===== src/rtl/la_rle_decoder.sv =====
// Run-length trace decoder: expands {rc, data} words into a cycle-accurate waveform stream.
// Optional statistics counters are built when LA_RLE_DEC_STATS_EN is defined.
module la_rle_decoder #(
  parameter int WAVE_WIDTH = 24,
  parameter int RC_WIDTH   = 8,
  parameter int IN_DEPTH   = 4
) (
  input  logic                           axi_clk,
  input  logic                           axi_reset_n,
  input  logic                           dec_enable,
  input  logic [WAVE_WIDTH+RC_WIDTH-1:0] s_tdata,
  input  logic                           s_tvalid,
  output logic                           s_tready,
  input  logic                           s_tlast,
  input  logic [1:0]                     s_tuser,
  output logic [WAVE_WIDTH-1:0]          wave_data,
  output logic                           wave_valid,
  output logic                           wave_gap,
  output logic                           wave_last,
  input  logic                           wave_ready,
  output logic [15:0]                    pkt_count,
  output logic [15:0]                    gap_count,
  output logic [31:0]                    beat_count
);

  localparam int TW    = WAVE_WIDTH + RC_WIDTH;
  localparam int PTR_W = $clog2(IN_DEPTH);
  localparam int CNT_W = PTR_W + 1;
  localparam logic [CNT_W-1:0] DEPTH_C = CNT_W'(IN_DEPTH);

  typedef enum logic [1:0] {IDLE, PLAY, GAP} state_t;

  logic [TW:0]           mem_q [IN_DEPTH];
  logic [PTR_W-1:0]      wr_ptr_q, rd_ptr_q;
  logic [CNT_W-1:0]      count_q, count_d;
  logic                  tready_q;
  state_t                state_q;
  logic [RC_WIDTH-1:0]   remain_q;
  logic [WAVE_WIDTH-1:0] data_q;
  logic                  valid_q, gap_q, last_q, tlast_q;

  logic                  push, pop, load, empty, beat_acc, final_beat;
  logic [TW:0]           head;
  logic [RC_WIDTH-1:0]   head_rc;
  logic [WAVE_WIDTH-1:0] head_data;
  logic                  head_last;
  logic                  unused_tuser;

  assign unused_tuser = ^s_tuser;

  // s_tready is registered from the next-state fill level, then gated by the enable
  assign s_tready   = tready_q & dec_enable;
  assign push       = s_tvalid & s_tready;
  assign empty      = (count_q == '0);
  assign head       = mem_q[rd_ptr_q];
  assign head_rc    = head[TW-1:WAVE_WIDTH];
  assign head_data  = head[WAVE_WIDTH-1:0];
  assign head_last  = head[TW];
  assign beat_acc   = valid_q & wave_ready;
  assign final_beat = (state_q == GAP) | (remain_q == RC_WIDTH'(1));
  assign load       = dec_enable & ((state_q == IDLE) | (beat_acc & final_beat));
  assign pop        = load & ~empty;

  always_comb begin
    count_d = count_q;
    if (!dec_enable) begin
      count_d = '0;
    end else begin
      case ({push, pop})
        2'b10:   count_d = count_q + 1'b1;
        2'b01:   count_d = count_q - 1'b1;
        default: count_d = count_q;
      endcase
    end
  end

  always_ff @(posedge axi_clk) begin
    if (push) mem_q[wr_ptr_q] <= {s_tlast, s_tdata};
  end

  always_ff @(posedge axi_clk or negedge axi_reset_n) begin
    if (!axi_reset_n) begin
      wr_ptr_q <= '0;
      rd_ptr_q <= '0;
      count_q  <= '0;
      tready_q <= 1'b0;
    end else begin
      count_q  <= count_d;
      tready_q <= dec_enable & (count_d < DEPTH_C);
      if (!dec_enable) begin
        wr_ptr_q <= '0;
        rd_ptr_q <= '0;
      end else begin
        if (push) wr_ptr_q <= wr_ptr_q + 1'b1;
        if (pop)  rd_ptr_q <= rd_ptr_q + 1'b1;
      end
    end
  end

  // Replay FSM; wave_data is left untouched on gap beats so the last known value persists
  always_ff @(posedge axi_clk or negedge axi_reset_n) begin
    if (!axi_reset_n) begin
      state_q  <= IDLE;
      remain_q <= '0;
      data_q   <= '0;
      valid_q  <= 1'b0;
      gap_q    <= 1'b0;
      last_q   <= 1'b0;
      tlast_q  <= 1'b0;
    end else if (!dec_enable) begin
      state_q  <= IDLE;
      remain_q <= '0;
      valid_q  <= 1'b0;
      gap_q    <= 1'b0;
      last_q   <= 1'b0;
    end else if (load) begin
      if (empty) begin
        state_q <= IDLE;
        valid_q <= 1'b0;
        gap_q   <= 1'b0;
        last_q  <= 1'b0;
      end else if (head_rc == '0) begin
        state_q <= GAP;
        valid_q <= 1'b1;
        gap_q   <= 1'b1;
        last_q  <= head_last;
        tlast_q <= head_last;
      end else begin
        state_q  <= PLAY;
        remain_q <= head_rc;
        data_q   <= head_data;
        valid_q  <= 1'b1;
        gap_q    <= 1'b0;
        last_q   <= head_last & (head_rc == RC_WIDTH'(1));
        tlast_q  <= head_last;
      end
    end else if ((state_q == PLAY) && beat_acc) begin
      remain_q <= remain_q - 1'b1;
      last_q   <= tlast_q & (remain_q == RC_WIDTH'(2));
    end
  end

  assign wave_data  = data_q;
  assign wave_valid = valid_q;
  assign wave_gap   = gap_q;
  assign wave_last  = last_q;

`ifdef LA_RLE_DEC_STATS_EN
  function automatic logic [15:0] sat_inc16(input logic [15:0] v);
    return (v == 16'hFFFF) ? v : v + 16'd1;
  endfunction

  function automatic logic [31:0] sat_inc32(input logic [31:0] v);
    return (v == 32'hFFFF_FFFF) ? v : v + 32'd1;
  endfunction

  logic [15:0] pkt_q, gap_cnt_q;
  logic [31:0] beat_q;

  always_ff @(posedge axi_clk or negedge axi_reset_n) begin
    if (!axi_reset_n) begin
      pkt_q     <= '0;
      gap_cnt_q <= '0;
      beat_q    <= '0;
    end else begin
      if (pop)                      pkt_q     <= sat_inc16(pkt_q);
      if (pop && (head_rc == '0))   gap_cnt_q <= sat_inc16(gap_cnt_q);
      if (beat_acc)                 beat_q    <= sat_inc32(beat_q);
    end
  end

  assign pkt_count  = pkt_q;
  assign gap_count  = gap_cnt_q;
  assign beat_count = beat_q;
`else
  assign pkt_count  = '0;
  assign gap_count  = '0;
  assign beat_count = '0;
`endif

endmodule


===== config.mk =====
export PLATFORM = sky130hd
export DESIGN_NAME = la_rle_decoder
export DESIGN_NICKNAME = d
export VERILOG_FILES = /design/src/rtl/la_rle_decoder.sv
export SDC_FILE = /design/constraint.sdc
export NUM_CORES = 1
export LEC_CHECK = 0
export ABC_AREA = 1
export CAP_MARGIN = 10
export CORE_AREA = 2 2 129 131
export DETAILED_ROUTE_END_ITERATION = 16
export DIE_AREA = 0 0 131 133
export PLACE_DENSITY = 0.75
export SLEW_MARGIN = 5
export SYNTH_ARGS = -nofsm -noshare
export SYNTH_HDL_FRONTEND = slang
export SYNTH_SLANG_ARGS = --single-unit

===== constraint.sdc =====
create_clock -name axi_clk -period 2.8 [get_ports axi_clk]
set_input_delay 0.56 -clock axi_clk [delete_from_list [all_inputs] [get_ports axi_clk]]
set_output_delay 0.56 -clock axi_clk [all_outputs]
set_load 0.02 [all_outputs]

==> impl_metrics.ini, run 1 <==
[grt]
gr-total-overflow = 0
use_met1 = 0.225
grt_max_degree = 51
grtUsageMet3 = 0.0408
grt_pass1_vias = 4659
grt_first_pass_wirelength_um = 23600
grt-busiest-layer = met2
use_met2 = 0.303
grt_util_all_layers = 0.180
antenna_found_initial = 0

[drt]
wirelength_um = 15000
firstDrtPassIters = 4
drc_errors = 0
ant_nets = 0
avgViaCountPerCell = 4.95
vias = 5058
drtIter0Drc = 296
routedWlPerCell_um = 14.7

[worst_setup_path]
cp_slowest_stage_delay_ns = 0.42
required_ns = 3.17
cpMaxStageDelayCell = clkdlybuf4s50_1
worstSetupEndpointType = flip-flop
worstPathCellList = clkdlybuf4s50_1, nand2_1, inv_1, o21ai_2, nand2_4, nand2_4, nor2_8, ha_1, xor2_1, ha_1, a21oi_1, o21ai_0, a21oi_1, xor2_1, and2_1
worstSetupPathType = primary input to flip-flop
start_kind = primary input
arrival_ns = 2.76
cp_max_fo = 2

[yosys]
yosys.cell_types.count = 31
synth_top_area_share = 0.504
synth_seq_cells = 177
synth_top_area_cell = edfxtp_1
yosysWarnings = 0
syn_area_um2 = 7870
syn_area_per_cell_um2 = 11.1
synth_area_leaders = edfxtp_1 (50%), dfrtp_1 (14%), buf_4 (6.2%)
ys_seq_area_frac = 0.647
synth_cells = 709

[cells_and_area]
instances_no_fill = 1022
area_growth_pct = 17.7
fin_util = 0.573
fin_area_um2 = 9260
antenna_cells = 0
fin_nets = 840
layout-drive-gt1-share = 0.106

[floorplan]
io_pins = 132
initial_core_util = 0.486
row_count = 47
dieHeight_um = 133
die_area_um2 = 17400
fp.dieW_um = 131
coreArea_um2 = 16200

[timing]
max_slew_margin = 0.587
finalMaxSlewViolations = 0
rsz0062_at_grt = no
finClkSkew_ns = 0.00916
hold_slack_ns = 0.142
setup_viol_count_final = 0
fin_crit_ns = 2.39
setup_ws_ns = 0.410
hold_viol_final = 0
worst_pin_slew_ns = 0.619
fmax_ghz = 0.418
fin_crit_sh = 0.854

[placement]
place_area_um2 = 8670
port_buffers = 65
dpl.hpwl_um = 9490
preCtsSetupSlack_ns = -0.0471
gp_congestion = 0.860
dp_cells = 990

[clock_tree]
cts_sinks = 177
htree_levels = 4
root_buffer = clkbuf_16
cts_made_buffers = 17
clk_latency_ns = 0.43
cts.repair.resized = 0
cts.clk_slew.worst_paths_ns = 0.06
postCtsHoldBufs = 0
cts_tree = yes
post-cts-setup-buffer-count = 0
ctsLongestPathBuffers = 2

[flow_run]
maxCapViolCount = 0

[pwr]
peakVddDrop_mv = 0.470
power.leakage_nw = 3.78
power.density_nw_per_um2 = 924

[run_status]
status = finished clean

[worst_hold_path]
worstHoldPathType = primary input to async pin
metrics by stage:
stage               TNS (ns)  power [W]
global placement           0    0.00617
CTS                        0    0.00860
global route               0    0.00906
finish                     0    0.00855
detailed placement   -0.0766    0.00624
floorplan             -24.35    0.00533
path summary, 6_finish.rpt:
kind                                   start       endpoint  slack [ns]  depth (start not counted)
worst max register to register   remain_q[1]     count_q[2]        0.42                         16
min in group axi_clk            wave_data[5]   wave_data[5]        0.48                          2
max in group asynchronous        axi_reset_n  wave_data[13]        2.11                          2
worst min-delay path             axi_reset_n        tlast_q        0.14                          1
worst max-delay path              wave_ready     count_q[2]        0.41                         15
worst min register to register  wave_data[5]   wave_data[5]        0.48                          2
metal layers:
metal | share of wire | vias to the layer above
met5 | 0 | -
met1 | 0.42 | 2416
met4 | 0.017 | 0
met3 | 0.055 | 19
met2 | 0.51 | 176
li1 | - | 2447
report_power, final:
part	internal [W]	switching, W	leakage (nW)
combinational	0.00107	0.00176	1.72
sequential	0.00316	0.000203	1.77
clock	0.00140	0.000958	0.284
cell usage in the layout (no fill, tap or decap), types with 6 or more instances in the layout:
cell type and count:
o21ai_2 11, nand2_1 124, clkbuf_16 17, conb_1 64, ha_1 11, clkdlybuf4s50_1 64
nor2_1 63, edfxtp_1 132, o21ai_0 68, buf_4 21, o22ai_1 25, dfrtp_1 44
nand3b_1 7, inv_1 51, nand2_2 6, nand3_1 30, nand4_1 14
Yosys cell counts (all sizes together):
| master | number |
|---|---|
| a21oi | 4 |
| conb | 1 |
| nand2 | 132 |
| nor2 | 69 |
| dfrtp | 45 |
| xor2 | 4 |
| nor3 | 3 |
| clkbuf | 13 |
| nand3b | 7 |
| a22o | 1 |
| nand4 | 14 |
| and2 | 1 |
| o21ai | 82 |
| ha | 11 |
| o22ai | 25 |
| buf | 79 |
| nand3 | 32 |
| edfxtp | 132 |
| inv | 54 |
state kept, by name, indices dropped and copies added (netlist names):
name,flops
count_q,3
mem_q,132
wave_data,24
rd_ptr_q,2
tready_q,1
tlast_q,1
wave_last,1
wave_valid,1
remain_q,8
wr_ptr_q,2
state_q,2
worst max-delay path, delay by kind of cell:
family,cells,cell delay [ns]
XOR/XNOR,2,0.34
adder cells (fa/ha/maj),2,0.40
AO/OA/AOI/OAI,4,0.59
AND/OR/NAND/NOR,5,0.40
buffers and inverters,2,0.47
layout make-up:
cell class | count | area (um^2)
sequential | 177 | 5090
fill | 1304 | 6910
tap | 220 | 275
timing repair buffer | 90 | 883
inverter | 54 | 203
clock buffer | 19 | 433
multi-input combinational | 449 | 2210
clock inverter | 13 | 160
logic make-up (layout without fill, tap and decap cells):
kind of cell,count (synthesis),after routing,synth area share
AO/OA/AOI/OAI,112,112,0.0809
XOR/XNOR,4,4,0.00445
adder cells (fa/ha/maj),11,11,0.0175
buffers and inverters,146,176,0.105
flip-flops,177,177,0.647
other,1,64,0.000477
AND/OR/NAND/NOR,258,258,0.144
Note: power is estimated with default switching activity, not from simulation.
==> inputs of run 2 (changes only) <==
Settings changed: CORE_AREA 2 2 129 131 to 3 3 130 132, DIE_AREA 0 0 131 133 to 0 0 133 135.
==> impl_metrics.ini, run 2 (same netlist as run 1, synthesis figures left out) <==
[run_status]
status = finished clean

[worst_setup_path]
start_kind = primary input
worstRegToRegCells = 16
cpMaxStageDelayCell = clkdlybuf4s50_1
crit_cells = 15
cpLargestDelayFamily = compound AO/OA/AOI/OAI gates
worstSetupPathType = primary input to flip-flop
worstPathCellList = clkdlybuf4s50_1, nand2_1, inv_1, o21ai_2, nand2_4, nand2_4, nor2_8, ha_1, xor2_1, ha_1, a21oi_1, o21ai_0, a21oi_1, xor2_1, and2_1
cp_slowest_stage_delay_ns = 0.44
critPathBufInv = 2
required_ns = 3.17
worstSetupEndpointType = flip-flop
cp_max_fo = 2
arrival_ns = 2.83

[worst_hold_path]
worstHoldPathType = primary input to async pin

[grt]
grt_util_all_layers = 0.170
gr-total-overflow = 0
grt_max_degree = 49
antenna_found_initial = 0
grt_first_pass_wirelength_um = 23800
grt_pass1_vias = 4770

[timing]
max_slew_margin = 0.604
setup_tns_ns = 0
finClkSkew_ns = 0.0101
setup_viol_count_final = 0
fin_crit_sh = 0.881
rsz0062_at_grt = no
finalMaxSlewViolations = 0
fmax_ghz = 0.405
hold_slack_ns = 0.131
fin_crit_ns = 2.47
worst_pin_slew_ns = 0.594
hold_viol_final = 0

[cells_and_area]
fin_nets = 841
fin_area_um2 = 9200
antenna_cells = 0
fin_util = 0.581
layout-drive-gt1-share = 0.105
largest_reg_flops = 132
regMostFlops = mem_q
area_growth_pct = 16.9
final_common_cell = edfxtp_1
final_cell_mix = edfxtp_1 (132), nand2_1 (124), o21ai_0 (68)

[pwr]
power.leakage_nw = 3.75
power.density_nw_per_um2 = 910
p_total_w = 0.00837
peakVddDrop_mv = 0.671

[floorplan]
dieHeight_um = 135
die_area_um2 = 18000
fp.dieW_um = 133
io_pins = 132
coreArea_um2 = 15800
row_count = 46
initial_core_util = 0.497

[clock_tree]
cts_sinks = 177
cts_made_buffers = 17
post-cts-setup-buffer-count = 0
ctsLongestPathBuffers = 2
postCtsHoldBufs = 0
cts.clk_slew.worst_paths_ns = 0.07
cts_tree = yes
cts.repair.resized = 0
root_buffer = clkbuf_16
htree_levels = 4
clk_latency_ns = 0.42

[drt]
drc_errors = 0
wirelength_um = 14900
avgViaCountPerCell = 4.96
drtIter0Drc = 326
ant_nets = 0
vias = 5046
routedWlPerCell_um = 14.6
firstDrtPassIters = 7

[placement]
dpl.hpwl_um = 9440
place_area_um2 = 8660
port_buffers = 65
gp_congestion = 0.864

[flow_run]
maxCapViolCount = 0
run 2: metrics by stage:
stage / setup WS [ns] / cells
final: 0.333 / 1018
after global routing: 0.121 / 1018
after CTS: 0.353 / 1018
after detailed placement: -0.0861 / 987
after global placement: 0.0144 / 987
after floorplan: -0.184 / 772
run 2: final timing paths:
kind	to	start	slack, ns
hold reg to reg	wave_data[1]	wave_data[1]	0.48
setup reg to reg	count_q[2]	remain_q[1]	0.37
min in group axi_clk	wave_data[1]	wave_data[1]	0.48
max in group asynchronous	wave_data[9]	axi_reset_n	2.12
setup / recovery	count_q[2]	wave_ready	0.33
hold / removal	remain_q[5]	axi_reset_n	0.13
run 2: cell type report:
class / instances / area [um^2]
multi-input cells: 449 / 2210
clock inverters: 8 / 83.8
flip-flops and latches: 177 / 5090
repair buffers: 91 / 878
inverters: 54 / 203
clock buffers: 23 / 458
well taps: 216 / 270
fillers: 1265 / 6630
run 2: report_power, final:
| group | switching [W] | internal (W) | total (W) |
|---|---|---|---|
| clock | 0.000933 | 0.00125 | 0.00218 |
| combinational | 0.00173 | 0.00106 | 0.00280 |
| sequential | 0.000232 | 0.00316 | 0.00339 |
| total | 0.00290 | 0.00547 | 0.00837 |
run 2: per-layer routing:
metal | up-vias | part of all wire | track usage
li1 | 2452 | - | -
met5 | - | 0 | 0
met1 | 2385 | 0.44 | 0.223
met2 | 187 | 0.48 | 0.274
met4 | 0 | 0.015 | 0.0647
met3 | 22 | 0.066 | 0.0417
